$ cat config.mk
export PLATFORM = sky130hd
export DESIGN_NAME = imem_arb
export DESIGN_NICKNAME = d
export VERILOG_FILES = /design/src/rtl/imem_arb.sv
export SDC_FILE = /design/constraint.sdc
export NUM_CORES = 1
export LEC_CHECK = 0
export ABC_AREA = 1
export CAP_MARGIN = 30
export CORE_AREA = 2 2 95 97
export CTS_CLUSTER_DIAMETER = 120
export CTS_CLUSTER_SIZE = 25
export DETAILED_ROUTE_END_ITERATION = 7
export DIE_AREA = 0 0 97 99
export HOLD_SLACK_MARGIN = 0.06
export PLACE_DENSITY = 0.58
export SLEW_MARGIN = 20
export SYNTH_ARGS = -nofsm -noshare
export SYNTH_HDL_FRONTEND = slang
export SYNTH_SLANG_ARGS = --single-unit
$ cat constraint.sdc
create_clock -name clk -period 2 [get_ports clk]
set_input_delay 0.4 -clock clk [delete_from_list [all_inputs] [get_ports clk]]
set_output_delay 0.4 -clock clk [all_outputs]
set_load 0.02 [all_outputs]
$ cat src/rtl/imem_arb.sv
// Instruction-memory arbiter: loader-over-fetch priority onto a single-port
// memory. Define IMEM_ARB_STARVE_EN to compile in the fetch starvation guard.
module imem_arb #(
  parameter int ADDR_W   = 10,
  parameter int MAX_WAIT = 4
) (
  input  logic              clk,
  input  logic              rst,
  input  logic              f_req,
  input  logic [31:0]       f_addr,
  output logic              f_gnt,
  output logic [31:0]       f_rdata,
  output logic              f_rvalid,
  input  logic              l_req,
  input  logic              l_we,
  input  logic [31:0]       l_addr,
  input  logic [31:0]       l_wdata,
  output logic              l_gnt,
  output logic [31:0]       l_rdata,
  output logic              l_rvalid,
  output logic              mem_ce,
  output logic              mem_we,
  output logic [ADDR_W-1:0] mem_addr,
  output logic [31:0]       mem_wdata,
  input  logic [31:0]       mem_rdata
);

  typedef enum logic [1:0] {
    OWN_NONE  = 2'd0,
    OWN_FETCH = 2'd1,
    OWN_LOAD  = 2'd2
  } owner_e;

  owner_e owner_r;
  owner_e owner_nxt_s;
  logic   f_gnt_s;
  logic   l_gnt_s;
  logic   starve_s;

`ifdef IMEM_ARB_STARVE_EN
  localparam int CNT_W = (MAX_WAIT < 1) ? 1 : $clog2(MAX_WAIT + 1);
  localparam logic [CNT_W-1:0] CNT_MAX = CNT_W'(MAX_WAIT);

  logic [CNT_W-1:0] wait_cnt_r;

  // Count consecutive cycles fetch is requesting but denied.
  always_ff @(posedge clk) begin
    if (rst) begin
      wait_cnt_r <= {CNT_W{1'b0}};
    end else if (f_req && !f_gnt_s && (wait_cnt_r != CNT_MAX)) begin
      wait_cnt_r <= wait_cnt_r + CNT_W'(1);
    end else if (f_req && !f_gnt_s) begin
      wait_cnt_r <= wait_cnt_r;
    end else begin
      wait_cnt_r <= {CNT_W{1'b0}};
    end
  end

  assign starve_s = f_req && (wait_cnt_r == CNT_MAX);
`else
  logic unused_max_wait_s;

  assign starve_s          = 1'b0;
  assign unused_max_wait_s = (MAX_WAIT != 32'sd0);
`endif

  // Grant decision: a starved fetch wins, otherwise the loader has priority.
  always_comb begin
    f_gnt_s = 1'b0;
    l_gnt_s = 1'b0;
    if (rst) begin
      f_gnt_s = 1'b0;
      l_gnt_s = 1'b0;
    end else if (starve_s) begin
      f_gnt_s = 1'b1;
    end else if (l_req) begin
      l_gnt_s = 1'b1;
    end else if (f_req) begin
      f_gnt_s = 1'b1;
    end else begin
      f_gnt_s = 1'b0;
      l_gnt_s = 1'b0;
    end
  end

  // Memory port steering from the granted requester.
  always_comb begin
    mem_addr = {ADDR_W{1'b0}};
    case ({f_gnt_s, l_gnt_s})
      2'b10:   mem_addr = f_addr[ADDR_W+1:2];
      2'b01:   mem_addr = l_addr[ADDR_W+1:2];
      default: mem_addr = {ADDR_W{1'b0}};
    endcase
  end

  assign f_gnt     = f_gnt_s;
  assign l_gnt     = l_gnt_s;
  assign mem_ce    = f_gnt_s | l_gnt_s;
  assign mem_we    = l_gnt_s & l_we;
  assign mem_wdata = l_wdata;

  // Next owner of the memory read data; writes return nothing.
  always_comb begin
    owner_nxt_s = OWN_NONE;
    if (l_gnt_s && !l_we) begin
      owner_nxt_s = OWN_LOAD;
    end else if (f_gnt_s) begin
      owner_nxt_s = OWN_FETCH;
    end else begin
      owner_nxt_s = OWN_NONE;
    end
  end

  // Owner tag register for the read in flight.
  always_ff @(posedge clk) begin
    if (rst) begin
      owner_r <= OWN_NONE;
    end else begin
      owner_r <= owner_nxt_s;
    end
  end

  // Gating with rst drops a read granted just before reset asserts.
  assign f_rvalid = (owner_r == OWN_FETCH) && !rst;
  assign l_rvalid = (owner_r == OWN_LOAD) && !rst;

  // Only the owner sees memory data; the other side reads zero.
  always_comb begin
    f_rdata = 32'h0000_0000;
    l_rdata = 32'h0000_0000;
    if (f_rvalid) begin
      f_rdata = mem_rdata;
    end else begin
      f_rdata = 32'h0000_0000;
    end
    if (l_rvalid) begin
      l_rdata = mem_rdata;
    end else begin
      l_rdata = 32'h0000_0000;
    end
  end

  logic unused_addr_s;
  assign unused_addr_s = ^{f_addr[31:ADDR_W+2], f_addr[1:0],
                           l_addr[31:ADDR_W+2], l_addr[1:0]};

endmodule

## Word-level counts from Yosys, hierarchy flattened

Cells that the tools add are included.

- Multiplexer cells: 10
- Bitwise gates (word level): 2
- Reductions and logical operators: 6
- Equality and inequality tests: 4

Operators with widths:

| operator | number |
|---|---|
| $mux W32 | 2 |
| $pmux W10 S2 | 1 |
| $mux W1 | 6 |
| $eq A2 B1 Y1 const B | 2 |
| $eq A2 B2 Y1 const B | 2 |
| $logic_and A1 B1 Y1 | 3 |
| $logic_not A1 Y1 | 2 |
| $mux W2 | 1 |
| $reduce_or A2 Y1 | 1 |
| $and A1 B1 Y1 | 1 |
| $or A1 B1 Y1 | 1 |

- Bits of input ports: 133
- Bits in registers: 2
- Word-level logic and storage cells: 24
- Output and inout port bits: 112

## Depth between registers and ports, before layout

Gate-level depths: netlist of the first run.

- Depth after elaboration: 5
- Depth in mapped cells: 7
- Depth with buffers taken out: 6

## Worst setup path after synthesis of the first run

Ideal clock, no wire load.

- Path kind: in2out
- Start: input l_req
- End: output mem_addr[0]
- Stages: 5
- Path buffers: 1
- Data arrival time: 1.645 ns
- Slack: -0.045 ns
- Data required time: 1.600 ns
- Cell sequence: inv_1 -> nor2_1 -> ha_1 -> clkbuf_1 -> a21oi_1

- Longest elaborated chain between the ends: 4
- Elaborated cells between the ends (all ways): 7
- Those cells by class: eq/ne (2); mux (5)

Ends and longest elaborated chain:

| what | RTL line | RTL |
|---|---|---|
| start, declared | 14 | `input logic l_req,` |
| $mux W1 (*) | 76 | `end else if (l_req) begin` |
| $mux W1 (*) | 71 | `if (rst) begin` |
| net l_gnt | 18 | `output logic l_gnt,` |
| $eq A2 B1 Y1 / $eq A2 B2 Y1 (equally long branches) | 89 | `case ({f_gnt_s, l_gnt_s})` |
| $pmux W10 S2 (*) | 89 |  |
| end, declared | 23 | `output logic [ADDR_W-1:0] mem_addr,` |

Mark *: on every way through the listed nets, which the timed path passes. The rest lies on a longest branch.

## Worst setup path after layout of the first run

- Start: input l_req
- End: output mem_ce

- Longest elaborated chain between the ends: 3
- Elaborated cells between the ends (all ways): 5
- Those cells by class: mux (4); bitwise (1)

Ends and longest elaborated chain:

| what | RTL line | RTL |
|---|---|---|
| $mux W1 | 76 |  |
| $mux W1 | 71 |  |
| $or A1 B1 Y1 (*) | 98 | `assign mem_ce = f_gnt_s \| l_gnt_s;` |
| end, declared | 21 | `output logic mem_ce,` |

Mark *: on every way between the ends. The rest lies on a longest branch, timed or not.

==> results.py, run 1 <==
metrics = {
    "status": {
        "status": "complete, no violations",
    },
    "cts": {
        "numClockSinks": 2,
        "clockBufferDepth": 2,
        "clkTransAtPathRegs_ps": 30,
        "cts_root_buf": "clkbuf_8",
        "cts_max_level": 1,
        "ctsHoldBuffers": 0,
        "cts_buffers": 3,
        "cts_tree": "built",
    },
    "final_layout": {
        "regMostFlops": "owner_r",
        "final_cell_mix": "nor2_1 (62), dlygate4sd2_1 (55), clkdlybuf4s50_1 (54)",
        "fin_nets": 440,
        "final_common_cell": "nor2_1",
        "nFillCells": 962,
        "antenna_cells": 0,
        "final_area_sq_um": 2340,
        "stdcell_count": 410,
        "largest_reg_flops": 2,
        "multi_input_area_sq_um": 519.2,
        "reg.largest.list": "owner_r (2)",
        "syn_to_final_growth_pct": 137.0,
        "final_util": 0.2736,
        "seq_area_sq_um": 40.04,
        "drive_gt1_frac": 0.1887,
    },
    "pwr": {
        "pwr-share-comb": 0.607,
        "ir_drop_mv": 0.2340,
        "p_int_uw": 345.9,
        "seq_power_share": 0.085,
        "leakage_uw": 0.001353,
        "power_uw": 513.1,
        "netSwitchingPower_uw": 167.1,
        "sw_frac_of_total": 0.3258,
        "clock_power_share": 0.307,
        "power_density_nw_per_um2": 219.3,
    },
    "setup_path": {
        "cpMostUsedCell": "inv_2",
        "path_delay_family": "buffers and inverters",
        "start_kind": "primary input",
        "cp_slowest_cell": "dlygate4sd2_1",
        "worstPathCellList": "clkdlybuf4s15_1, inv_2, nor2_4, inv_2, buf_4, ha_1, inv_1, dlygate4sd2_1",
        "crit_arrival_ps": 1510,
        "worstSetupPathType": "in -> out",
        "crit_buf_inv": 6,
        "cp-end-kind": "primary output",
        "required_ps": 1600,
        "cp_max_fo": 3,
        "cpPeakStageDelay_ps": 320,
    },
    "floorplan": {
        "start_util": 0.1155,
        "num_io_pins": 245,
        "dieHeight_microns": 99,
        "fp.dieW_microns": 97,
        "core_area_sq_um": 8551,
        "row_count": 34,
        "die_area_sq_um": 9603,
    },
    "run": {
        "maxCapViolCount": 0,
    },
    "yosys": {
        "yosysSeqAreaShare": 0.04056,
        "syn_area_sq_um": 987.2,
        "syn_area_per_cell_sq_um": 5.223,
        "postSynthCellCount": 189,
        "ys_warn_count": 0,
        "synthDistinctLibCells": 14,
        "yosys_register_bits": 2,
        "syn-num-nets": 325,
    },
    "worst_hold_path": {
        "hp-class": "in -> reg",
    },
    "global_route": {
        "grt_max_degree": 27,
        "grt_pass1_vias": 1301,
        "overflow": 0,
        "antenna_found_initial": 0,
        "grt_pass1_wl_microns": 6851,
        "grt_util_all_layers": 0.08859,
    },
    "timing": {
        "post-route-min-period_ps": 1913,
        "worst_pin_slew_ps": 225.3,
        "finalCritPeriodShare": 0.9565,
        "slew_viol_final": 0,
        "fmax_mhz": 522.7,
        "grt_setup_unrepaired": "no",
        "finalHoldViolCount": 0,
        "setup_viol": 0,
        "max-slew-margin-rel": 0.8504,
        "worst_slack_ps": 86.99,
    },
    "placement": {
        "port-buffer-count": 136,
        "pre_cts_ws_ps": -708.4,
        "dp_hpwl_microns": 3968,
        "placed_area_sq_um": 2282,
        "placed_cells": 403,
        "gp_congestion": 0.8923,
    },
    "drt": {
        "vias": 1415,
        "finalWirelength_microns": 4752,
        "drc": 0,
        "dr.pass1.iters": 3,
        "drt_iter0_drc": 30,
        "ant_nets": 0,
        "viasPerCell": 3.451,
        "wire_per_inst_microns": 11.59,
    },
}
-- power by group through the flow --
| stage | sequential [uW] | clock [uW] | combinational (uW) |
|---|---|---|---|
| 3_3_place_gp | 44.2 | 0 | 307 |
| 5_1_grt | 43.8 | 170 | 336 |
| 3_5_place_dp | 44.2 | 0 | 309 |
| 4_1_cts | 43.7 | 167 | 313 |
| 6_report | 43.7 | 158 | 312 |
| 2_1_floorplan | 44.1 | 0 | 206 |
-- kinds of logic (layout without fill, tap and decap cells) --
group | Yosys count | after routing | synth area share
AOI/OAI and AO/OA | 10 | 10 | 0.05070
adders and majority gates | 3 | 3 | 0.03803
buffers and inverters | 84 | 197 | 0.4892
DFF | 2 | 2 | 0.04056
and+or+nand+nor | 90 | 90 | 0.3815
-- worst paths after layout --
path               from          to  slack [ps]  cells past startpoint
hold / removal      rst  owner_r[1]         660                      5
setup / recovery  l_req      mem_ce          90                      8
-- stage by stage --
stage,hold slack [ps],setup TNS (ps)
2_1_floorplan,472.4,-446.9
3_3_place_gp,800.1,-33210
3_5_place_dp,800.1,-34860
4_1_cts,728.8,0
5_1_grt,669.8,0
6_report,655.4,0
-- timing repair --
action / 4_1_cts / 5_1_grt
buffers inserted: 1 / 1
pin swaps: 4 / 4
resized for setup: 155 / 8
cloned: 2 / 0
setup endpoints to repair: 80 / 75
-- per-layer routing --
metal,part of all wire,track usage,vias to the layer above,wire [microns]
met3,0.17,0.06028,8,792
li1,-,-,724,-
met5,0,0,-,0
met1,0.34,0.08511,603,1601
met4,0.012,0.02167,0,57
met2,0.48,0.1565,80,2301
-- cell usage after synthesis, drive strengths merged --
master,count,area [sq um]
ha,3,37.54
nand2,20,75.07
clkbuf,1,3.750
buf,40,317.8
inv,43,161.4
nand3,3,40.03
dfxtp,2,40.04
nor2,67,261.5
a21oi,10,50.05
-- final cells by class --
| class | count | area share |
|---|---|---|
| multi-input combinational | 103 | 0.2219 |
| timing repair buffer | 151 | 0.6155 |
| tap | 108 | 0.05775 |
| sequential | 2 | 0.01711 |
| inverter | 43 | 0.07005 |
| clock buffer | 3 | 0.01765 |
No activity file was read; power rests on OpenSTA's default activity.
==> run 2: changes to the inputs <==
--- a/config.mk
+++ b/config.mk
@@ -13,7 +13,7 @@
 export DETAILED_ROUTE_END_ITERATION = 7
 export DIE_AREA = 0 0 97 99
 export HOLD_SLACK_MARGIN = 0.06
-export PLACE_DENSITY = 0.58
+export PLACE_DENSITY = 0.6
 export SLEW_MARGIN = 20
 export SYNTH_ARGS = -nofsm -noshare
 export SYNTH_HDL_FRONTEND = slang
==> constraint.sdc (replaced) <==
create_clock -name clk -period 1.6 [get_ports clk]
set_input_delay 0.32 -clock clk [delete_from_list [all_inputs] [get_ports clk]]
set_output_delay 0.32 -clock clk [all_outputs]
set_load 0.02 [all_outputs]
==> results.py, run 2 (synthesis results as in run 1) <==
metrics = {
    "final_layout": {
        "reg.largest.list": "owner_r (2)",
        "regMostFlops": "owner_r",
        "antenna_cells": 0,
        "fin_nets": 444,
        "final_area_sq_um": 2486,
        "final_common_cell": "nor2_1",
        "drive_gt1_frac": 0.4935,
        "syn_to_final_growth_pct": 151.8,
        "largest_reg_flops": 2,
        "final_cell_mix": "nor2_1 (62), clkdlybuf4s50_1 (53), buf_2 (40)",
    },
    "cts": {
        "clockBufferDepth": 2,
        "cts_root_buf": "clkbuf_8",
        "ctsHoldBuffers": 0,
        "cts_buffers": 3,
        "numClockSinks": 2,
        "cts_tree": "built",
        "clkTransAtPathRegs_ps": 30,
        "cts_max_level": 1,
    },
    "global_route": {
        "grt_max_degree": 28,
        "antenna_found_initial": 0,
        "grt_util_all_layers": 0.09600,
        "grt_pass1_wl_microns": 7569,
        "grt_pass1_vias": 1517,
        "overflow": 0,
    },
    "timing": {
        "worst_slack_ps": -73.74,
        "worst_pin_slew_ps": 235.3,
        "slew_viol_final": 0,
        "fmax_mhz": 597.5,
        "finalCritPeriodShare": 1.046,
        "whs_ps": 572.0,
        "grt_setup_unrepaired": "yes",
        "max-slew-margin-rel": 0.8437,
        "setup_viol": 10,
        "finalHoldViolCount": 0,
        "post-route-min-period_ps": 1674,
    },
    "drt": {
        "wire_per_inst_microns": 11.88,
        "ant_nets": 0,
        "drt_iter0_drc": 19,
        "drc": 0,
        "viasPerCell": 3.534,
        "finalWirelength_microns": 4918,
        "vias": 1463,
        "dr.pass1.iters": 3,
    },
    "setup_path": {
        "required_ps": 1280,
        "crit_arrival_ps": 1350,
        "cpMostUsedCell": "buf_6",
        "crit_buf_inv": 5,
        "cp-end-kind": "primary output",
        "cpPeakStageDelay_ps": 220,
        "cp_slowest_cell": "ha_4",
        "cp_max_fo": 5,
        "path_delay_family": "buffers and inverters",
        "start_kind": "primary input",
        "worstSetupPathType": "in -> out",
        "worstPathCellList": "buf_6, buf_6, nor2_4, buf_6, ha_4, buf_16, a21oi_4, buf_6",
    },
    "worst_hold_path": {
        "min_to": "owner_r[1]",
        "worst_hold_path.num_cells": 6,
        "hp-class": "in -> reg",
        "hp-start": "rst",
    },
    "floorplan": {
        "start_util": 0.1155,
        "fp.dieW_microns": 97,
        "die_area_sq_um": 9603,
        "core_area_sq_um": 8551,
        "num_io_pins": 245,
        "dieHeight_microns": 99,
        "row_count": 34,
    },
    "pwr": {
        "ir_drop_mv": 0.2206,
        "leakage_uw": 0.001303,
        "power_density_nw_per_um2": 291.8,
        "power_uw": 725.6,
    },
    "run": {
        "maxCapViolCount": 0,
    },
    "status": {
        "status": "finished, violations left",
        "violations": "setup timing",
    },
    "placement": {
        "placed_area_sq_um": 2447,
        "port-buffer-count": 136,
        "gp_congestion": 0.6995,
        "dp_hpwl_microns": 4017,
    },
}
==> run 2: repair_timing <==
action,in CTS,in global routing
setup buffers,3,0
cloned,3,0
pin swaps,14,0
gates resized for setup,310,50
setup endpoints to repair,80,58
==> run 2: stage by stage <==
stage	instances	setup slack (ps)	TNS, ps	util
6_report	414	-73.74	-655.0	0.2908
4_1_cts	414	-69.32	-642.4	0.3213
2_1_floorplan	189	14.33	0	-
3_3_place_gp	405	-915.5	-53940	0.2862
3_5_place_dp	405	-940.8	-54960	0.2862
5_1_grt	414	-135.0	-1197	0.2908
==> run 2: final cells by class <==
type / instances / area, sq um
repair buffers: 155 / 1404
flip-flops and latches: 2 / 42.54
inverters: 43 / 163.9
multi-input cells: 103 / 699.4
clock buffers: 3 / 41.29
well taps: 108 / 135.1
fillers: 959 / 6065
==> run 2: per-layer routing <==
layer | up-vias | GRT usage | share of wire
li1 | 733 | - | -
met1 | 626 | 0.08340 | 0.30
met2 | 90 | 0.2051 | 0.58
met3 | 14 | 0.03050 | 0.099
met4 | 0 | 0.02709 | 0.019
met5 | - | 0 | 0
==> run 2: worst max path at each step <==
| stage | start | to | slack (ps) | depth (start not counted) |
|---|---|---|---|---|
| 2_1_floorplan | l_req | mem_addr[0] | 10 | 7 |
| 5_1_grt | rst | mem_addr[4] | -140 | 8 |
| 3_5_place_dp | rst | mem_addr[5] | -940 | 8 |
| 6_report | rst | mem_addr[4] | -70 | 8 |
| 3_3_place_gp | l_req | mem_addr[1] | -920 | 7 |
| 4_1_cts | rst | mem_addr[5] | -70 | 8 |
==> run 2: power by group <==
group / switching, uW / internal, uW
sequential: 2.31 / 52.8
combinational: 213 / 262
clock: 36.5 / 159
total: 251 / 474
